--- config.mk ---
export PLATFORM = sky130hd
export DESIGN_NAME = hermes_input_buffer
export DESIGN_NICKNAME = d
export VERILOG_FILES = /design/src/rtl/hermes_input_buffer_pkg.sv /design/src/rtl/hermes_flit_fifo.sv /design/src/rtl/hermes_input_buffer.sv
export SDC_FILE = /design/constraint.sdc
export NUM_CORES = 1
export LEC_CHECK = 0
export ABC_AREA = 1
export CAP_MARGIN = 20
export CORE_MARGIN = 2
export CORE_UTILIZATION = 60
export CTS_BUF_LIST = sky130_fd_sc_hd__clkbuf_16
export CTS_CLUSTER_SIZE = 28
export DETAILED_ROUTE_END_ITERATION = 10
export PLACE_DENSITY = 0.79
export SLEW_MARGIN = 20
export SYNTH_ARGS = -nofsm -noshare
export SYNTH_HDL_FRONTEND = slang
export SYNTH_HIERARCHICAL = 1
export SYNTH_SLANG_ARGS = --single-unit
--- constraint.sdc ---
create_clock -name clk_i -period 4.9 [get_ports clk_i]
set_input_delay 0.98 -clock clk_i [delete_from_list [all_inputs] [get_ports clk_i]]
set_output_delay 0.98 -clock clk_i [all_outputs]
set_load 0.03 [all_outputs]
--- src/rtl/hermes_input_buffer_pkg.sv ---
// hermes_input_buffer_pkg: shared defaults and the input-buffer packet FSM state type
package hermes_input_buffer_pkg;
  localparam int HERMES_FLIT_SIZE = 32;
  localparam int HERMES_BUFFER_SIZE = 8;
  typedef enum logic [2:0] {S_IDLE, S_REQ, S_HEADER, S_SIZE, S_PAYLOAD} hermes_buffer_state_t;
endpackage

--- src/rtl/hermes_flit_fifo.sv ---
// hermes_flit_fifo: circular flit store; in clk_i/rst_i/wr/rd/data_i, out data_o (head, comb) and count
module hermes_flit_fifo #(
  parameter int FLIT_SIZE = 32,
  parameter int BUFFER_SIZE = 8
) (
  input  logic                         clk_i,
  input  logic                         rst_i,
  input  logic                         wr,
  input  logic                         rd,
  input  logic [FLIT_SIZE-1:0]         data_i,
  output logic [FLIT_SIZE-1:0]         data_o,
  output logic [$clog2(BUFFER_SIZE):0] count
);
  localparam int AW = $clog2(BUFFER_SIZE);
  logic [FLIT_SIZE-1:0] mem_q [BUFFER_SIZE];
  logic [AW-1:0] rd_ptr_q, wr_ptr_q;
  logic [AW:0] count_q;
  always_ff @(posedge clk_i) begin
    if (rst_i) begin
      rd_ptr_q <= '0;
      wr_ptr_q <= '0;
      count_q <= '0;
      for (int i = 0; i < BUFFER_SIZE; i++) mem_q[i] <= '0;
    end else begin
      if (wr) mem_q[wr_ptr_q] <= data_i;
      wr_ptr_q <= wr ? wr_ptr_q + AW'(1) : wr_ptr_q;
      rd_ptr_q <= rd ? rd_ptr_q + AW'(1) : rd_ptr_q;
      count_q <= count_q + (AW+1)'(wr) - (AW+1)'(rd);
    end
  end
  assign data_o = rst_i ? '0 : mem_q[rd_ptr_q];
  assign count = count_q;
endmodule

--- src/rtl/hermes_input_buffer.sv ---
// hermes_input_buffer: router input port; rx_i/data_i/credit_o link in, req_routing_o/ack_routing_i to switch control, data_av_o/data_o/ack_i/sending_o to crossbar
module hermes_input_buffer
  import hermes_input_buffer_pkg::*;
#(
  parameter int FLIT_SIZE = HERMES_FLIT_SIZE,
  parameter int BUFFER_SIZE = HERMES_BUFFER_SIZE
) (
  input  logic                 clk_i,
  input  logic                 rst_i,
  input  logic                 rx_i,
  input  logic [FLIT_SIZE-1:0] data_i,
  output logic                 credit_o,
  output logic                 req_routing_o,
  input  logic                 ack_routing_i,
  output logic                 data_av_o,
  output logic [FLIT_SIZE-1:0] data_o,
  input  logic                 ack_i,
  output logic                 sending_o
);
  localparam int CW = $clog2(BUFFER_SIZE) + 1;
  hermes_buffer_state_t state_q, state_d;
  logic [FLIT_SIZE-1:0] flit_cnt_q, flit_cnt_d;
  logic [CW-1:0] count;
  logic wr, rd, has;
  hermes_flit_fifo #(.FLIT_SIZE(FLIT_SIZE), .BUFFER_SIZE(BUFFER_SIZE)) u_fifo (
    .clk_i(clk_i), .rst_i(rst_i), .wr(wr), .rd(rd), .data_i(data_i), .data_o(data_o), .count(count)
  );
  assign has = count != '0;
  assign credit_o = (count != CW'(BUFFER_SIZE)) & !rst_i;
  assign wr = rx_i & credit_o;
  assign rd = data_av_o & ack_i;
  assign req_routing_o = (state_q == S_REQ) & !rst_i;
  assign sending_o = (state_q inside {S_HEADER, S_SIZE, S_PAYLOAD}) & !rst_i;
  // the header is guaranteed present in S_HEADER; later flits may still be in flight
  assign data_av_o = ((state_q == S_HEADER) | (sending_o & has)) & !rst_i;
  always_ff @(posedge clk_i) begin
    if (rst_i) begin
      state_q <= S_IDLE;
      flit_cnt_q <= '0;
    end else begin
      state_q <= state_d;
      flit_cnt_q <= flit_cnt_d;
    end
  end
  always_comb begin
    state_d = state_q;
    flit_cnt_d = flit_cnt_q;
    case (state_q)
      S_IDLE:    state_d = has ? S_REQ : S_IDLE;
      S_REQ:     state_d = ack_routing_i ? S_HEADER : S_REQ;
      S_HEADER:  state_d = rd ? S_SIZE : S_HEADER;
      S_SIZE: if (rd) begin
        flit_cnt_d = data_o;
        state_d = (data_o == '0) ? S_IDLE : S_PAYLOAD;
      end
      S_PAYLOAD: if (rd) begin
        flit_cnt_d = flit_cnt_q - FLIT_SIZE'(1);
        state_d = (flit_cnt_q == FLIT_SIZE'(1)) ? S_IDLE : S_PAYLOAD;
      end
      default:   state_d = S_IDLE;
    endcase
  end
endmodule

==> metrics.md, run 1 <==
| Metric | Value |
|---|---|
| Outcome | `complete, no violations` |
| Relative slew slack | `36.7%` |
| Register area share after synthesis | `54.3%` |
| Setup TNS | `0 ns` |
| CTS resizes | `0` |
| CTS Sinks | `slightly above 300` |
| Max-cap violations | `0` |
| Period utilization | `about four fifths` |
| Setup crit end kind | `output pin` |
| Worst VDD drop | `between 0.3 and 0.4 mV` |
| DRT antenna net count | `0` |
| Final WS setup | `~0.89 ns` |
| Fin crit period | `4.01 ns` |
| H-Tree Depth | `2` |
| Clk root buf | `clkbuf_16` |
| Cells after Synth | `approximately 2,000` |
| Max Clk Rate | `between 200 and 250 MHz` |
| Vias in the first global route | `about 13,000` |
| Synth cell types | `40` |
| Largest net degree at the start of global routing | `73` |
| Seq cells post-synth | `just over 300` |
| Critical Path AT | `~3.0 ns` |
| Final-report max-slew violation count | `0` |
| 1st-iter DRT viols | `approximately 1,800` |
| Tot GR Track Use | `a little under a third` |
| Reg clk slew, reported paths | `0.06 ns` |
| Top Ports | `73` |
| Post-synthesis area per instance | `roughly 8 um^2` |
| Yosys warns | `6` |
| Fin. Hold Viols | `0` |
| Mapped Area | `~0.016 mm^2` |
| HPWL Detailed | `27,500 um` |
| Wire length per cell | `18.3 um` |
| N_diodes | `0` |
| Pwr per Cell Area | `360 mW/mm^2` |
| Nets | `a little over 2,000` |
| WS Path Type | `reg -> out` |
| Initial antenna violation count | `0` |
| Fraction of layout cells with a size suffix above 1 | `between 6 and 7%` |
| Vias/cell | `5.54` |
| GPL Wtd Cong | `roughly 0.94` |
| IO Port Bufs | `slightly above 70` |
| CTS tree | `done` |
| Maximum root-to-sink buffer count | `3` |
| Worst Path Required | `about 3.9 ns` |
| DRC | `0` |
| TritonRoute pass-1 iters | `6` |
| Number of synthesized flops with an enable pin | `roughly 260` |
| First-pass GRT wire length | `between 60,000 and 70,000 um` |
| Die area | `about 0.028 mm^2` |
| TritonCTS buffer count | `35` |
| Synth Flop Type | `edfxtp_1` |
| Die X-Extent | `167 um` |
| RSZ-0062 raised after global routing | `false` |
| Initial Utilization | `roughly three fifths` |
| # fillers | `between 2,000 and 2,500` |
| Final setup vio count | `0` |
| Site Rows | `roughly 60` |
| Worst Path Max Fanout | `72` |
| Worst-Margin Slew | `approximately 0.95 ns` |
| Crit start category | `flip-flop` |
| Syn-to-layout area delta | `12.2%` |
| Detailed Route WL | `between 40,000 and 50,000 um` |
| # Post-CTS Setup Buffers | `0` |
| Post-placement setup slack | `between 1 and 1.5 ns` |
| Clk Latency, worst-skew pair | `between 0.5 and 0.6 ns` |
| Core ar. | `about 0.026 mm^2` |
| Total global routing overflow | `0` |
| Worst Clk Skew | `roughly 0.019 ns` |
| Ys async rst share | `0%` |
| Die height | `around 170 um` |
| Hold Buf Count CTS | `0` |
| Leakage power | `8.38 nW` |
| Syn Nets | `~2,000` |
| Hold Path Class | `reg -> reg` |
| Via count | `approximately 13,000` |
[cell type report]
| type | count | area (um^2) | share of cell area (%) |
|---|---|---|---|
| Clock buffer | 35 | 876 | 4.90 |
| Inverter | 343 | 1290 | 7.20 |
| Tap cell | 335 | 419 | 2.34 |
| Multi-Input combinational cell | 1251 | 5400 | 30.2 |
| Clock inverter | 29 | 224 | 1.25 |
| Sequential cell | 304 | 8650 | 48.4 |
| Timing Repair Buffer | 98 | 1020 | 5.72 |
[registers in the layout (all words and copies together), names as in the netlist, named ones only]
name / count
u_fifo/mem_q: 256
flit_cnt_q: 32
u_fifo/count: 4
state_q: 3
u_fifo/rd_ptr_q: 3
u_fifo/wr_ptr_q: 3
[synth_stat cells (all sizes together) (2+ instances only)]
master	instances	area, um^2
a21oi	43	230
a31oi	2	12.5
and2	2	12.5
buf	79	551
clkbuf	13	48.8
dfxtp	48	961
edfxtp	256	7690
ha	8	100
inv	343	1290
mux2i	2	20.0
nand2	475	1840
nand3	192	978
nand3b	2	15.0
nand4	10	77.6
nor2	459	1760
o21ai	39	199
xnor2	2	17.5
xor2	8	70.1
[final timing paths]
| check | start | depth (start not counted) | endpoint | slack [ns] |
|---|---|---|---|---|
| worst max-delay path | flip-flop | 8 | data_o[14] | 0.89 |
| worst min-delay path | flit_cnt_q[31] | 2 | flit_cnt_q[31] | 0.49 |
| worst max register to register | flip-flop | 15 | state_q[2] | 1.72 |
| worst min register to register | flit_cnt_q[31] | 2 | flit_cnt_q[31] | 0.49 |
[where the power goes]
| part | internal (mW) | switching, mW | total (mW) |
|---|---|---|---|
| Sequential | 2.92 | 0.0534 | 2.97 |
| Clock | 1.42 | 1.06 | 2.48 |
| Combinational | 0.302 | 0.686 | 0.988 |
[through the flow]
step,utilization [%],power [mW],instance area [um^2],instances,hold slack [ns]
floorplan,-,3.64,15900,1990,0.450
global placement,64.4,3.97,16800,2331,0.467
detailed placement,64.4,3.99,16800,2331,0.480
CTS,68.6,6.45,17900,2395,0.490
global route,68.6,6.66,17900,2395,0.524
finish,68.6,6.44,17900,2395,0.491
[kinds of logic after synthesis]
logic type	share of synthesized area, %
XOR/XNOR	0.550
adder cells (fa/ha/maj)	0.754
AO/OA/AOI/OAI	2.92
buffers and inverters	11.8
AND/OR/NAND/NOR	29.5
flip-flops	54.3
multiplexers	0.126
[layer usage]
metal | part of all wire (%) | GRT usage [%] | wire length [um]
met3 | 11 | 4.71 | 4690
met2 | 48 | 52.0 | 21000
met1 | 38 | 41.0 | 16500
met4 | 3.8 | 13.3 | 1660
met5 | 0 | 0 | 0
[layout by cell type (no fill, tap or decap), types with 2 or more instances in the layout]
cell and instances:
nand2_1 463, nor2_1 454, inv_1 350, edfxtp_1 256, nand3_1 190, dfxtp_1 45, buf_4 43, a21oi_1 41
clkdlybuf4s50_1 40, clkbuf_16 35, o21ai_0 34, buf_12 15, nand4_1 9, xor2_1 8, ha_1 8, clkinv_1 7
nand2_4 6, nand2_2 6, clkinv_2 5, o21ai_1 4, nor2_4 3, inv_6 3, and2_1 2, nand3b_1 2
a31oi_1 2, xnor2_1 2, mux2i_1 2, bufinv_16 2, inv_2 2, dfxtp_2 2
[critical path: stages, from the launching register on]
cell and delay (ns):
dfxtp_4 0.34, buf_4 0.51, buf_4 0.74, nand2_1 0.20, nand3_1 0.13, nand2_1 0.07, nor2_1 0.18, nor2_1 0.12
buf_4 0.18
No activity file was read; power rests on OpenSTA's default activity.
==> inputs of run 2 (changes only) <==
--- a/config.mk
+++ b/config.mk
@@ -8,11 +8,11 @@
 export ABC_AREA = 1
 export CAP_MARGIN = 20
 export CORE_MARGIN = 2
-export CORE_UTILIZATION = 60
+export CORE_UTILIZATION = 55
 export CTS_BUF_LIST = sky130_fd_sc_hd__clkbuf_16
 export CTS_CLUSTER_SIZE = 28
 export DETAILED_ROUTE_END_ITERATION = 10
-export PLACE_DENSITY = 0.79
+export PLACE_DENSITY = 0.76
 export SLEW_MARGIN = 20
 export SYNTH_ARGS = -nofsm -noshare
 export SYNTH_HDL_FRONTEND = slang
==> constraint.sdc (replaced) <==
create_clock -name clk_i -period 3.5 [get_ports clk_i]
set_input_delay 0.7 -clock clk_i [delete_from_list [all_inputs] [get_ports clk_i]]
set_output_delay 0.7 -clock clk_i [all_outputs]
set_load 0.03 [all_outputs]
==> metrics.md, run 2 (same netlist as run 1, synthesis figures left out) <==
| Metric | Value |
|---|---|
| Detailed Route WL | `between 40,000 and 50,000 um` |
| Via count | `approximately 13,000` |
| Fraction of layout cells with a size suffix above 1 | `between 8 and 9%` |
| Die X-Extent | `about 170 um` |
| Maximum root-to-sink buffer count | `3` |
| Most frequent cells in the layout | `463 x nand2_1, 454 x nor2_1, 343 x inv_1` |
| WP buf/inv | `3` |
| Stages on worst setup path | `8` |
| Die height | `approximately 170 um` |
| WS Path Type | `reg -> out` |
| Site Rows | `a little over 60` |
| Commonest non-fill, non-tap cell in the layout | `nand2_1` |
| Critical Path AT | `2.60 ns` |
| Pwr per Cell Area | `approximately 500 mW/mm^2` |
| First-pass GRT wire length | `between 60,000 and 70,000 um` |
| Max-cap violations | `0` |
| Reg clk slew, reported paths | `0.06 ns` |
| DRT antenna net count | `0` |
| Die area | `roughly 0.03 mm^2` |
| CP max stage delay | `roughly 0.43 ns` |
| HPWL Detailed | `between 20,000 and 30,000 um` |
| CTS resizes | `0` |
| Nets | `approximately 2,100` |
| 1st-iter DRT viols | `1,476` |
| Tot GR Track Use | `approximately 29%` |
| Worst VDD drop | `about 0.30 mV` |
| TritonRoute pass-1 iters | `6` |
| Max reg flops | `roughly 260` |
| Setup TNS | `0 ns` |
| Final WS setup | `around 0.20 ns` |
| Critical Path, Cell by Cell | `clkinv_2, buf_4, nand2_1, nand3_1, nand2_1, nor2_1, nor2_1, buf_4` |
| Final-report max-slew violation count | `0` |
| Period utilization | `a little over nine tenths` |
| Core ar. | `approximately 0.029 mm^2` |
| TritonCTS buffer count | `35` |
| Clk Latency, worst-skew pair | `approximately 0.52 ns` |
| DRC | `0` |
| Worst Path Required | `2.80 ns` |
| Largest register by flop count | `u_fifo/mem_q` |
| Hold Path Class | `reg -> reg` |
| WHS | `0.491 ns` |
| Leakage power | `8.50 nW` |
| Top Ports | `between 70 and 80` |
| Worst-Margin Slew | `1.01 ns` |
| Max Clk Rate | `just over 300 MHz` |
| H-Tree Depth | `2` |
| Crit start category | `flip-flop` |
| Vias/cell | `about 5.3` |
| Hold Buf Count CTS | `0` |
| Largest net degree at the start of global routing | `between 100 and 150` |
| Worst R2R Path Depth | `17` |
| Relative slew slack | `between 30 and 40%` |
| RSZ-0062 raised after global routing | `false` |
| Design Power | `~9.1 mW` |
| CTS Sinks | `slightly above 300` |
| Worst Clk Skew | `approximately 0.011 ns` |
| GPL Wtd Cong | `approximately 1` |
| Outcome | `complete, no violations` |
| Setup crit end kind | `output pin` |
| Fin crit period | `3.30 ns` |
| CTS tree | `done` |
| Delay-heaviest family, CP | `buffers and inverters` |
| # Post-CTS Setup Buffers | `0` |
| Syn-to-layout area delta | `14.2%` |
| IO Port Bufs | `slightly above 70` |
| Fin. Hold Viols | `0` |
| Final setup vio count | `0` |
| Vias in the first global route | `12,700` |
| Initial antenna violation count | `0` |
| Clk root buf | `clkbuf_16` |
| Hold Path Depth | `2` |
| Post-placement setup slack | `approximately 0.33 ns` |
| Worst path slowest cell | `buf_4` |
| Total global routing overflow | `0` |
| Initial Utilization | `between 50% and 60%` |
| N_diodes | `0` |
| Wire length per cell | `17.5 um` |
| Worst Path Max Fanout | `44` |
## run 2: changes by cell type in the layout (fill, tap and decap cells not counted)
cell,delta
bufinv_16,+1
buf_12,+8
buf_4,+17
clkinv_1,-3
clkinv_2,+6
clkdlybuf4s50_1,-4
inv_1,-7
clkinv_8,-1
clkinv_16,-1
clkinvlp_4,+3
clkinv_4,+1
## run 2: area by class of cell
class	count	area [um^2]
clock inverters	28	231
multi-input cells	1251	5400
repair buffers	119	1270
flip-flops and latches	304	8650
fillers	2372	10400
clock buffers	35	876
inverters	343	1290
well taps	384	480
## run 2: path summary, 6_finish.rpt
kind                                  endpoint  slack, ns            from
worst max register to register      state_q[2]       0.80       flip-flop
worst max-delay path                data_o[13]       0.20       flip-flop
worst min-delay path            flit_cnt_q[31]       0.49  flit_cnt_q[31]
worst min register to register  flit_cnt_q[31]       0.49  flit_cnt_q[31]
## run 2: through the flow
step,utilization (%),cells,instance area (um^2)
4_1_cts,63.6,2464,18200
6_report,63.6,2464,18200
3_3_place_gp,59.7,2401,17100
2_1_floorplan,-,1990,15900
3_5_place_dp,59.7,2401,17100
5_1_grt,63.6,2464,18200
## run 2: where the power goes
group,internal [mW],leakage [nW],switching [mW]
Clock,2.06,0.553,1.49
Sequential,4.09,3.04,0.0741
Combinational,0.456,4.91,0.946
## run 2: layer usage
metal | part of all wire (%) | up-vias | track usage (%)
met2 | 49 | 622 | 47.8
met1 | 39 | 6154 | 37.7
met4 | 3.1 | 0 | 11.3
met3 | 9.2 | 102 | 3.74
li1 | - | 6301 | -
met5 | 0 | - | 0
## run 2: worst register-to-register path: stages, from the launching register on
cell	delay, ns
dfxtp_4	0.35
clkinv_2	0.28
buf_12	0.26
buf_12	0.20
nand2_1	0.07
nand3_1	0.08
nand3_1	0.12
nand2_1	0.11
nor2_1	0.07
buf_4	0.15
nor2_1	0.12
nand2_1	0.06
nor2_1	0.27
nand4_1	0.19
nand2_1	0.09
nand2_1	0.05
nand2_1	0.05
a21oi_1	0.06
==> inputs of run 3 (changes only) <==
--- a/config.mk
+++ b/config.mk
@@ -12,6 +12,7 @@
 export CTS_BUF_LIST = sky130_fd_sc_hd__clkbuf_16
 export CTS_CLUSTER_SIZE = 28
 export DETAILED_ROUTE_END_ITERATION = 10
+export GPL_TIMING_DRIVEN = 0
 export PLACE_DENSITY = 0.76
 export SLEW_MARGIN = 20
 export SYNTH_ARGS = -nofsm -noshare
==> metrics.md, run 3 (same netlist as run 1, synthesis figures left out) <==
| Metric | Value |
|---|---|
| Outcome | `complete, no violations` |
| Core ar. | `0.0286 mm^2` |
| Most crowded layer after global routing | `met2` |
| Maximum root-to-sink buffer count | `3` |
| Period utilization | `98.9%` |
| Tot GR Track Use | `slightly above 30%` |
| Dpl cells | `2,454` |
| First-pass GRT wire length | `between 70,000 and 80,000 um` |
| HPWL Detailed | `between 30,000 and 40,000 um` |
| DRT antenna net count | `0` |
| Final setup vio count | `0` |
| Setup TNS | `0 ns` |
| Crit start category | `input pin` |
| Hold Path Class | `reg -> reg` |
| DRC | `0` |
| Critical Path AT | `approximately 2.8 ns` |
| Clk root buf | `clkbuf_16` |
| # fillers | `around 2,300` |
| RSZ-0062 raised after global routing | `false` |
| Die height | `around 170 um` |
| Met1 GRT Util | `slightly below 40%` |
| Detailed Route WL | `45,700 um` |
| # Post-CTS Setup Buffers | `0` |
| Die X-Extent | `174 um` |
| Worst Path Max Fanout | `12` |
| CTS Sinks | `roughly 300` |
| Hold Buf Count CTS | `0` |
| Worst-Margin Slew | `between 0.6 and 0.7 ns` |
| Syn-to-layout area delta | `15.6%` |
| IO Port Bufs | `72` |
| Most frequent cells in the layout | `455 x nand2_1, 436 x nor2_1, 353 x inv_1` |
| Fin. Hold Viols | `0` |
| TritonRoute pass-1 iters | `7` |
| Site Rows | `between 60 and 70` |
| WS Path Type | `in -> out` |
| Relative slew slack | `between 50% and 60%` |
| Total global routing overflow | `0` |
| Max reg flops | `256` |
| Vias in the first global route | `about 13,000` |
| Setup crit end kind | `output pin` |
| Multi-input combinational cell area | `roughly 0.0055 mm^2` |
| Reg clk slew, reported paths | `around 0.060 ns` |
| Initial Utilization | `55.7%` |
| Nets | `around 2,200` |
| N_diodes | `0` |
| Max Clk Rate | `between 200 and 300 MHz` |
| CTS tree | `done` |
| Clk Latency, worst-skew pair | `approximately 0.51 ns` |
| TritonCTS buffer count | `35` |
| Fin crit period | `about 3.5 ns` |
| H-Tree Depth | `2` |
| Worst Path Required | `about 2.8 ns` |
| Max-cap violations | `0` |
| Register area | `between 0.008 and 0.009 mm^2` |
| Final-report max-slew violation count | `0` |
| GPL Wtd Cong | `0.911` |
| Via count | `13,500` |
| Largest net degree at the start of global routing | `21` |
| Largest register by flop count | `u_fifo/mem_q` |
| Non-Filler Instances | `around 2,500` |
| Leakage power | `just under 9 nW` |
| Worst VDD drop | `0.341 mV` |
| Vias/cell | `5.38` |
| 1st-iter DRT viols | `roughly 1,600` |
| Pwr per Cell Area | `488 mW/mm^2` |
| Met3 Use GR | `~4%` |
| Wire length per cell | `approximately 18 um` |
| Worst Clk Skew | `slightly below 0.01 ns` |
| Layout Utilization | `64.4%` |
| Die area | `0.0304 mm^2` |
| Commonest non-fill, non-tap cell in the layout | `nand2_1` |
| Top Ports | `73` |
| Initial antenna violation count | `0` |
| Met2 usage | `slightly above 50%` |
| Fraction of layout cells with a size suffix above 1 | `under 10%` |
## run 3: per-stage QoR
step / power (mW) / hold slack (ns) / instance area [um^2] / worst slack [ns]
floorplan: 5.10 / 0.450 / 15900 / 0.360
global placement: 5.53 / 0.470 / 17100 / -0.902
detailed placement: 5.60 / 0.474 / 17400 / -0.855
CTS: 9.01 / 0.484 / 18500 / 0.000217
global route: 9.29 / 0.527 / 18400 / 0.00241
finish: 8.99 / 0.487 / 18400 / 0.0395
## run 3: path summary, 6_finish.rpt
| kind | startpoint | to | slack [ns] | cells past startpoint |
|---|---|---|---|---|
| worst max-delay path | rst_i | data_o[2] | 0.04 | 7 |
| worst min-delay path | flit_cnt_q[31] | flit_cnt_q[31] | 0.49 | 2 |
| worst max register to register | u_fifo/count[1] | u_fifo/mem_q[3][7] | 0.77 | 11 |
| worst min register to register | flit_cnt_q[31] | flit_cnt_q[31] | 0.49 | 2 |
## run 3: worst max-delay path, stage by stage
cell	delay, ns
dlygate4sd2_1	0.43
inv_2	0.19
buf_2	0.31
buf_2	0.30
nand2_1	0.10
nor2_2	0.30
clkdlybuf4s15_1	0.43
## run 3: area by class of cell
type,instances,area share (%)
inverters,343,6.99
clock inverters,25,0.849
multi-input cells,1251,29.7
repair buffers,80,4.62
plain buffers,92,3.27
well taps,384,2.61
flip-flops and latches,304,46.9
clock buffers,37,5.03
## run 3: report_power, final
part | internal (mW) | switching [mW]
registers | 4.09 | 0.0724
clock network | 2.04 | 1.41
logic | 0.421 | 0.963
## run 3: layer usage
layer / part of all wire (%) / vias up
li1: - / 6405
met1: 39 / 6255
met2: 49 / 731
met3: 8.6 / 133
met4: 3.9 / 0
met5: 0 / -
## run 3: what timing repair did
item / CTS / global route
setup endpoints to repair: 32 / 25
gates resized for setup: 50 / 40
pin swaps: 0 / 0
